--- config.mk ---
export PLATFORM = sky130hd
export DESIGN_NAME = mux8
export DESIGN_NICKNAME = d
export VERILOG_FILES = /design/src/rtl/mux8_pkg.sv /design/src/rtl/mux8_core.sv /design/src/rtl/mux8.sv
export SDC_FILE = /design/constraint.sdc
export NUM_CORES = 1
export LEC_CHECK = 0
export ABC_AREA = 1
export CAP_MARGIN = 40
export CORE_UTILIZATION = 30
export DETAILED_ROUTE_END_ITERATION = 10
export PLACE_DENSITY = 0.71
export SYNTH_ARGS = -nofsm -noshare
export SYNTH_HDL_FRONTEND = slang
export SYNTH_SLANG_ARGS = --single-unit
--- constraint.sdc ---
create_clock -name clk -period 3.15 [get_ports clk]
set_clock_uncertainty 0.2 [all_clocks]
set_input_delay 0.63 -clock clk [delete_from_list [all_inputs] [get_ports clk]]
set_output_delay 0.63 -clock clk [all_outputs]
set_load 0.05 [all_outputs]
--- src/rtl/mux8_pkg.sv ---
// Shared types and sizing for the registered 8:1 selector.
// No logic; constants only.
// Imported by mux8_core and mux8.
package mux8_pkg;
   localparam int NUM_INPUTS = 8;
   localparam int SEL_W      = 3;

   typedef logic [SEL_W-1:0] sel_t;
endpackage

--- src/rtl/mux8_core.sv ---
// Purpose: combinational 8:1 word select, data<sel> -> sel_dat.
// Latency: zero (pure combinational).
// Backpressure: none; no state, no flow control.
module mux8_core
   import mux8_pkg::*;
#(
   parameter int WIDTH = 8
) (
   input  logic [WIDTH-1:0] data0,
   input  logic [WIDTH-1:0] data1,
   input  logic [WIDTH-1:0] data2,
   input  logic [WIDTH-1:0] data3,
   input  logic [WIDTH-1:0] data4,
   input  logic [WIDTH-1:0] data5,
   input  logic [WIDTH-1:0] data6,
   input  logic [WIDTH-1:0] data7,
   input  sel_t             sel,
   output logic [WIDTH-1:0] sel_dat
);

   // Every code 0..7 is decoded explicitly; the leading assignment only keeps
   // the block latch-free and is always overridden, so unselected inputs never
   // leak into the result.
   always_comb begin
      sel_dat = data0;
      case (sel)
         3'd0: sel_dat = data0;
         3'd1: sel_dat = data1;
         3'd2: sel_dat = data2;
         3'd3: sel_dat = data3;
         3'd4: sel_dat = data4;
         3'd5: sel_dat = data5;
         3'd6: sel_dat = data6;
         3'd7: sel_dat = data7;
      endcase
   end

endmodule

--- src/rtl/mux8.sv ---
// Purpose: registered 8:1 selector; captures data<sel> and sel when in_valid.
// Latency: 1 clock from capturing edge to out/out_sel/out_valid.
// Backpressure: none; accepts a word every cycle, out_valid is a 1-cycle pulse per capture.
module mux8
   import mux8_pkg::*;
#(
   parameter int WIDTH = 8
) (
   input  logic             clk,
   input  logic             rst_n,
   input  logic [WIDTH-1:0] data0,
   input  logic [WIDTH-1:0] data1,
   input  logic [WIDTH-1:0] data2,
   input  logic [WIDTH-1:0] data3,
   input  logic [WIDTH-1:0] data4,
   input  logic [WIDTH-1:0] data5,
   input  logic [WIDTH-1:0] data6,
   input  logic [WIDTH-1:0] data7,
   input  sel_t             sel,
   input  logic             in_valid,
   output logic [WIDTH-1:0] out,
   output sel_t             out_sel,
   output logic             out_valid
);

   logic [WIDTH-1:0] sel_dat;
   logic [WIDTH-1:0] out_d, out_q;
   sel_t             out_sel_d, out_sel_q;
   logic             out_valid_d, out_valid_q;

   mux8_core #(.WIDTH(WIDTH)) u_core (
      .data0   (data0),
      .data1   (data1),
      .data2   (data2),
      .data3   (data3),
      .data4   (data4),
      .data5   (data5),
      .data6   (data6),
      .data7   (data7),
      .sel     (sel),
      .sel_dat (sel_dat)
   );

   // Next state: load on in_valid, otherwise hold the word and drop valid.
   always_comb begin
      out_d       = out_q;
      out_sel_d   = out_sel_q;
      out_valid_d = 1'b0;
      if (in_valid) begin
         out_d       = sel_dat;
         out_sel_d   = sel;
         out_valid_d = 1'b1;
      end
   end

   // Output registers; synchronous reset wins over a same-edge capture.
   always_ff @(posedge clk) begin
      if (!rst_n) begin
         out_q       <= '0;
         out_sel_q   <= '0;
         out_valid_q <= 1'b0;
      end else begin
         out_q       <= out_d;
         out_sel_q   <= out_sel_d;
         out_valid_q <= out_valid_d;
      end
   end

   assign out       = out_q;
   assign out_sel   = out_sel_q;
   assign out_valid = out_valid_q;

endmodule

==> flow_metrics.env, run 1 <==
export IMPL_outcome="completed"
export IMPL_worstPathCellList="clkdlybuf4s50_1, inv_2, nand4_1, nand2_1, nor2_1, nand4_1, nand2_1, inv_1"
export IMPL_dp_hpwl_um=3039
export IMPL_postSynthCellCount=194
export IMPL_leakage_nw=0.9180
export IMPL_grt_util_met2_pct=34.31
export IMPL_fill_cells=368
export IMPL_busiest_layer="met2"
export IMPL_die_w_um=64.18
export IMPL_cts_buffers=3
export IMPL_worstSkewPairLatency_ns=0.24
export IMPL_drtIter0Drc=103
export IMPL_cts_hold_buf=0
export IMPL_regArea_um2=240.2
export IMPL_via_per_inst=5.057
export IMPL_core_rowCount=22
export IMPL_rsz0062_at_grt="no"
export IMPL_dr_pass1_iters=4
export IMPL_yosys_area_top_type="nand4_1"
export IMPL_peakVddDrop_v=0.0001905
export IMPL_layout_commonest_cell="clkdlybuf4s50_1"
export IMPL_synth_xor_area_share_pct=0
export IMPL_synth_adder_area_share_pct=0
export IMPL_clkSlewWorstSetupHoldPaths_ns=0.06
export IMPL_setup_viol=0
export IMPL_synth_compound_area_share_pct=2.589
export IMPL_worst_pin_slew_ns=0.8158
export IMPL_arrival_ns=2.33
export IMPL_crit_path_max_incr_delay_ns=0.81
export IMPL_synth_top_family_by_area="simple AND/OR/NAND/NOR gates"
export IMPL_maxCapViolCount=0
export IMPL_seq_area_frac_synth_pct=20.71
export IMPL_use_met3_pct=5.536
export IMPL_min_path_type="reg2reg"
export IMPL_critPathSlowestCell="clkdlybuf4s50_1"
export IMPL_grt_max_degree=28
export IMPL_ys_warn_count=0
export IMPL_hold_viol_final=0
export IMPL_drc=0
export IMPL_die_h_um=64.18
export IMPL_antenna_cells=0
export IMPL_cts_tree="built"
export IMPL_period_share_pct=76.01
export IMPL_cp_data_required_time_ns=3.09
export IMPL_hold_ws_ns=0.3305
export IMPL_ios=82
export IMPL_critPathCaptureType="flip-flop"
export IMPL_grt_pass1_wl_um=6624
export IMPL_drive_gt1_share_pct=5.576
export IMPL_fmax_ghz=0.4177
export IMPL_synth_seq_cells=12
export IMPL_power_density_nw_per_um2=294.6
export IMPL_cts_root_buf="clkbuf_8"
export IMPL_nets=340
export IMPL_multiInputGateArea_um2=719.4
export IMPL_synthesis_nets=264
export IMPL_port_buffers=81
export IMPL_routed_wl_um=4022
export IMPL_critPathMaxFanout=25
export IMPL_synth_simple_gate_area_share_pct=59.44
export IMPL_post_route_min_period_ns=2.394
export IMPL_grtUsageTotal_pct=20.40
export IMPL_grt_antenna_before_repair=0
export IMPL_fin_setup_tns_ns=0
export IMPL_synth_top_area_share_pct=25.89
export IMPL_cts_sinks=12
export IMPL_grt_pass1_vias=1533
export IMPL_drv_slew=0
export IMPL_synth_mux_area_share_pct=0
export IMPL_slew_headroom_pct=45.44
export IMPL_vias=1603
export IMPL_met1_usage_pct=25.59
export IMPL_gp_congestion=0.8326
export IMPL_synth_area_um2=1160
export IMPL_dieArea_um2=4119
export IMPL_synth_area_leaders="nand4_1, dfxtp_1, nand2_1"
export IMPL_synth_cell_types=16
export IMPL_grt_overflow=0
export IMPL_clockBufferDepth=2
export IMPL_core_area_um2=3689
export IMPL_ant_nets=0
export IMPL_start_util_pct=31.45
export IMPL_synth_avg_cell_area_um2=5.979
export IMPL_critPathKind="in2reg"
export IMPL_post_cts_setup_buffer_count=0
export IMPL_total_power_mw=0.5913
export IMPL_worstSetupStartpointType="input port"
export IMPL_area_growth_pct=73.03
export IMPL_layout_common_cells="clkdlybuf4s50_1, nand4_1, nand2_1"
export IMPL_htree_levels=1
export IMPL_wire_per_inst_um=12.69
export IMPL_ctsResizeCount=0
==> report_power, final <==
group | internal [mW] | switching (mW)
Clock | 0.111 | 0.0613
Combinational | 0.123 | 0.127
Sequential | 0.164 | 0.00588
Total | 0.398 | 0.194
==> worst max-delay path, delay by kind of cell <==
family | cells | cell delay, ns
buffers and inverters | 3 | 1.16
AND/OR/NAND/NOR | 5 | 0.55
==> metrics by stage <==
stage                     setup WS, ns  utilization [%]  cell area [um2]  instances
after CTS                       0.7888            54.41             2007        317
after global routing            0.6233            54.41             2007        317
after floorplan                  1.517                -             1160        194
final                           0.7557            54.41             2007        317
after global placement          0.5948            52.92             1952        313
after detailed placement        0.5326            52.92             1952        313
==> synth_stat cells <==
| cell | number |
|---|---|
| nor2_1 | 40 |
| inv_1 | 18 |
| dfxtp_1 | 12 |
| inv_2 | 2 |
| inv_6 | 1 |
| nor2_4 | 1 |
| a21oi_1 | 3 |
| nand3_4 | 1 |
| nor3_4 | 1 |
| nand2_1 | 41 |
| buf_6 | 5 |
| nand4_1 | 48 |
| o21ai_0 | 3 |
| buf_2 | 6 |
| buf_4 | 4 |
| nand3_1 | 8 |
==> layer usage <==
layer	part of all wire [%]	wire length, um
met1	44	1775
met2	46	1864
met3	8.1	326
met4	1.4	56
met5	0	0
==> cells by family (layout without fill, tap and decap cells) <==
logic type,after synthesis,count (layout)
compound gates,6,6
buf+inv,36,111
simple gates,140,140
flops,12,12
==> registers in the layout, indices dropped and copies added (netlist names) <==
signal and cells:
out_sel 3, out 8, out_valid 1
==> final timing paths <==
path	from	to	slack, ns	cells past startpoint
min	out_sel[1]	out_sel[1]	0.33	2
max reg2reg	out[2]	out[2]	2.26	4
min reg2reg	out_sel[1]	out_sel[1]	0.33	2
max	sel[2]	out[0]	0.76	8
==> layout make-up <==
class,count,share of cell area [%]
timing repair buffer,86,42.27
tap,48,2.993
clock buffer,4,2.743
sequential,12,11.97
inverter,21,4.177
multi-input combinational,146,35.85
(Power assumes the default switching activity.)
==> inputs of run 2 (changes only) <==
- PLACE_DENSITY: 0.71 -> 0.74
- clock period: 3.15 -> 2.2 ns (I/O delays scaled with it)
==> flow_metrics.env, run 2 (synthesis results as in run 1) <==
export IMPL_worstSetupStartpointType="flip-flop"
export IMPL_grt_max_degree=29
export IMPL_setup_viol=0
export IMPL_post_route_min_period_ns=2.042
export IMPL_min_path_type="reg2reg"
export IMPL_power_density_nw_per_um2=396.8
export IMPL_grt_overflow=0
export IMPL_worst_pin_slew_ns=0.5267
export IMPL_fin_setup_tns_ns=0
export IMPL_layout_common_cells="clkdlybuf4s50_1, nand4_1, nand2_1"
export IMPL_arrival_ns=1.40
export IMPL_ctsResizeCount=0
export IMPL_cts_root_buf="clkbuf_8"
export IMPL_critPathSlowestCell="clkdlybuf4s50_1"
export IMPL_rsz0062_at_grt="no"
export IMPL_dp_hpwl_um=3063
export IMPL_fill_cells=379
export IMPL_period_share_pct=92.80
export IMPL_crit_path_max_incr_delay_ns=0.81
export IMPL_worstPathCellList="clkdlybuf4s50_1"
export IMPL_die_w_um=64.18
export IMPL_dr_pass1_iters=5
export IMPL_worstSkewPairLatency_ns=0.24
export IMPL_layout_commonest_cell="clkdlybuf4s50_1"
export IMPL_r2r_start="out[2]"
export IMPL_grt_pass1_vias=1443
export IMPL_via_per_inst=4.928
export IMPL_critPathCaptureType="primary output"
export IMPL_slew_headroom_pct=64.78
export IMPL_largest_reg_flops=8
export IMPL_cts_buffers=3
export IMPL_maxCapViolCount=0
export IMPL_antenna_cells=0
export IMPL_nets=342
export IMPL_r2r_end="out[2]"
export IMPL_critPathKind="reg2out"
export IMPL_hold_ws_ns=0.3249
export IMPL_ios=82
export IMPL_r2r_setup_slack_ns=1.34
export IMPL_multiInputGateArea_um2=719.4
export IMPL_post_cts_setup_buffer_count=0
export IMPL_grt_antenna_before_repair=0
export IMPL_cp_data_required_time_ns=1.56
export IMPL_regArea_um2=240.2
export IMPL_r2r_cells=4
export IMPL_leakage_nw=0.9296
export IMPL_clkSlewWorstSetupHoldPaths_ns=0.05
export IMPL_area_growth_pct=75.30
export IMPL_routed_wl_um=3965
export IMPL_hold_viol_final=0
export IMPL_start_util_pct=31.45
export IMPL_outcome="completed"
export IMPL_grt_pass1_wl_um=6458
export IMPL_path_buf_inv=1
export IMPL_critPathTopFamily="buffers and inverters"
export IMPL_core_area_um2=3689
export IMPL_die_h_um=64.18
export IMPL_peakVddDrop_v=0.0002034
export IMPL_cts_hold_buf=0
export IMPL_htree_levels=1
export IMPL_clockBufferDepth=2
export IMPL_dieArea_um2=4119
export IMPL_core_rowCount=22
export IMPL_vias=1567
export IMPL_hold_depth=2
export IMPL_port_buffers=81
export IMPL_drv_slew=0
export IMPL_ant_nets=0
export IMPL_cts_tree="built"
export IMPL_gp_congestion=0.8125
export IMPL_cts_sinks=12
export IMPL_drtIter0Drc=124
export IMPL_grtUsageTotal_pct=19.73
export IMPL_wire_per_inst_um=12.47
export IMPL_critPathMaxFanout=2
export IMPL_drive_gt1_share_pct=5.926
export IMPL_hold_end="out_sel[0]"
export IMPL_hold_start="out_sel[0]"
export IMPL_drc=0
export IMPL_fmax_ghz=0.4898
run 2: cell types whose count changed in the layout (fill, tap and decap cells not counted):
cell / delta
buf_12: +2
clkbuf_8: -1
run 2: stage by stage:
| stage | std cells | setup WS [ns] | util (%) | total power, mW | area [um2] |
|---|---|---|---|---|---|
| floorplan | 194 | 0.7574 | - | 0.4295 | 1160 |
| global placement | 315 | 0.1283 | 54.00 | 0.6108 | 1992 |
| detailed placement | 315 | 0.1102 | 54.00 | 0.6123 | 1992 |
| CTS | 318 | 0.1498 | 55.12 | 0.8133 | 2033 |
| global route | 318 | 0.1199 | 55.12 | 0.8522 | 2033 |
| finish | 318 | 0.1584 | 55.12 | 0.8069 | 2033 |
run 2: how the worst max path moves through the flow:
stage / from / end / slack [ns] / cells past startpoint
6_report: out[2] / out[2] / 0.16 / 1
5_1_grt: out[1] / out[1] / 0.12 / 1
4_1_cts: out[0] / out[0] / 0.15 / 1
3_5_place_dp: sel[2] / out[0] / 0.11 / 7
3_3_place_gp: sel[2] / out[0] / 0.13 / 7
2_1_floorplan: sel[0] / out[3] / 0.76 / 8
run 2: metal layers:
layer,wire [um],global-route usage [%],vias to the layer above
met5,0,0,-
met4,8,1.667,0
met3,304,4.464,2
met2,1980,37.90,68
met1,1672,22.73,680
li1,-,-,817
run 2: power breakdown:
part	total, mW	switching, mW	leakage [nW]	internal (mW)
registers	0.243	0.00865	0.0997	0.235
clock network	0.199	0.0785	0.0216	0.121
logic	0.365	0.181	0.808	0.184
total	0.807	0.268	0.930	0.539
run 2: layout make-up:
| class | instances | area share [%] |
|---|---|---|
| clock buffers | 3 | 2.031 |
| inverters | 21 | 4.123 |
| multi-input cells | 146 | 35.38 |
| flip-flops and latches | 12 | 11.82 |
| well taps | 48 | 2.954 |
| repair buffers | 88 | 43.69 |
==> inputs of run 3 (changes only) <==
- CORE_MARGIN: default -> 2
==> flow_metrics.env, run 3 (synthesis results as in run 1) <==
export IMPL_min_path_type="reg2reg"
export IMPL_crit_path_max_incr_delay_ns=0.83
export IMPL_post_cts_setup_buffer_count=0
export IMPL_drc=0
export IMPL_combPwrFrac_pct=45.3
export IMPL_slew_headroom_pct=65.81
export IMPL_layout_commonest_cell="clkdlybuf4s50_1"
export IMPL_period_share_pct=93.34
export IMPL_port_buffers=81
export IMPL_multiInputGateArea_um2=719.4
export IMPL_antenna_cells=0
export IMPL_worstSetupStartpointType="flip-flop"
export IMPL_die_w_um=66.18
export IMPL_vias=1594
export IMPL_grt_antenna_before_repair=0
export IMPL_cts_sinks=12
export IMPL_largest_reg_flops=8
export IMPL_postLayoutCellArea_um2=2026
export IMPL_ios=82
export IMPL_layout_common_cells="clkdlybuf4s50_1, nand4_1, nand2_1"
export IMPL_critPathKind="reg2out"
export IMPL_ant_nets=0
export IMPL_cts_tree="built"
export IMPL_critPathTopFamily="buffers and inverters"
export IMPL_fill_cells=381
export IMPL_clkSlewWorstSetupHoldPaths_ns=0.05
export IMPL_drtIter0Drc=145
export IMPL_leakage_nw=0.9248
export IMPL_worstSkewPairLatency_ns=0.23
export IMPL_cp_data_required_time_ns=1.56
export IMPL_hold_viol_final=0
export IMPL_nets=341
export IMPL_ctsResizeCount=0
export IMPL_arrival_ns=1.41
export IMPL_p_clk_share_pct=24.4
export IMPL_core_area_um2=3689
export IMPL_critPathMaxFanout=2
export IMPL_rsz0062_at_grt="no"
export IMPL_gp_congestion=0.7960
export IMPL_outcome="completed"
export IMPL_internal_power_mw=0.5377
export IMPL_area_growth_pct=74.65
export IMPL_cts_root_buf="clkbuf_8"
export IMPL_cts_hold_buf=0
export IMPL_grt_max_degree=32
export IMPL_critPathCaptureType="primary output"
export IMPL_path_buf_inv=1
export IMPL_start_util_pct=31.45
export IMPL_grt_pass1_wl_um=6686
export IMPL_via_per_inst=5.028
export IMPL_regArea_um2=240.2
export IMPL_power_density_nw_per_um2=396.9
export IMPL_clockBufferDepth=2
export IMPL_grtUsageTotal_pct=19.47
export IMPL_p_sw_mw=0.2664
export IMPL_fmax_ghz=0.4870
export IMPL_fin_setup_tns_ns=0
export IMPL_setup_viol=0
export IMPL_grt_pass1_vias=1457
export IMPL_placed_area_um2=1984
export IMPL_seq_power_share_pct=30.3
export IMPL_dp_hpwl_um=3073
export IMPL_drive_gt1_share_pct=5.576
export IMPL_routed_wl_um=4073
export IMPL_cts_buffers=3
export IMPL_drv_slew=0
export IMPL_htree_levels=1
export IMPL_worst_pin_slew_ns=0.5113
export IMPL_post_route_min_period_ns=2.053
export IMPL_worstPathCellList="clkdlybuf4s50_1"
export IMPL_critPathSlowestCell="clkdlybuf4s50_1"
export IMPL_wire_per_inst_um=12.85
export IMPL_grt_overflow=0
export IMPL_dr_pass1_iters=4
export IMPL_die_h_um=66.18
export IMPL_switching_share_pct=33.13
export IMPL_maxCapViolCount=0
export IMPL_peakVddDrop_v=0.0002034
export IMPL_hold_ws_ns=0.3339
export IMPL_core_rowCount=22
export IMPL_dieArea_um2=4380
[run 3: cell count changes in the layout (fill, tap and decap cells not counted), sizes merged]
| cell | before | now |
|---|---|---|
| buf | 7 | 6 |
[run 3: per-layer routing]
metal	share of wire (%)	track usage (%)
met5	0	0
met4	1.1	3.827
met3	9.1	5.111
met2	47	31.62
met1	43	25.90
[run 3: final timing paths]
path                   start  cells after the start  slack, ns         end
hold reg to reg   out_sel[0]                      2       0.33  out_sel[0]
hold / removal    out_sel[0]                      2       0.33  out_sel[0]
setup / recovery      out[0]                      1       0.15      out[0]
setup reg to reg      out[7]                      4       1.35      out[7]
[run 3: cell type report]
| class | instances | share of cell area [%] |
|---|---|---|
| clock buffers | 3 | 2.038 |
| multi-input cells | 146 | 35.52 |
| inverters | 21 | 4.138 |
| flip-flops and latches | 12 | 11.86 |
| repair buffers | 87 | 43.48 |
| well taps | 48 | 2.965 |
[run 3: power groups by stage]
| stage | logic, mW | clock network, mW | registers [mW] |
|---|---|---|---|
| floorplan | 0.125 | 0 | 0.305 |
| global route | 0.395 | 0.211 | 0.245 |
| CTS | 0.364 | 0.201 | 0.243 |
| global placement | 0.362 | 0 | 0.248 |
| finish | 0.364 | 0.196 | 0.244 |
| detailed placement | 0.363 | 0 | 0.248 |
[run 3: worst min-delay path: cells and delay by family, from the launching register on]
family          cells  cell delay, ns
compound gates      2            0.17
flops               1            0.32
[run 3: through the flow]
stage | util [%] | cells | setup slack [ns] | power, mW
3_3_place_gp | 53.80 | 314 | 0.1816 | 0.6102
5_1_grt | 54.92 | 317 | 0.1209 | 0.8516
6_report | 54.92 | 317 | 0.1465 | 0.8041
2_1_floorplan | - | 194 | 0.7574 | 0.4295
4_1_cts | 54.92 | 317 | 0.1449 | 0.8094
3_5_place_dp | 53.80 | 314 | 0.1598 | 0.6110
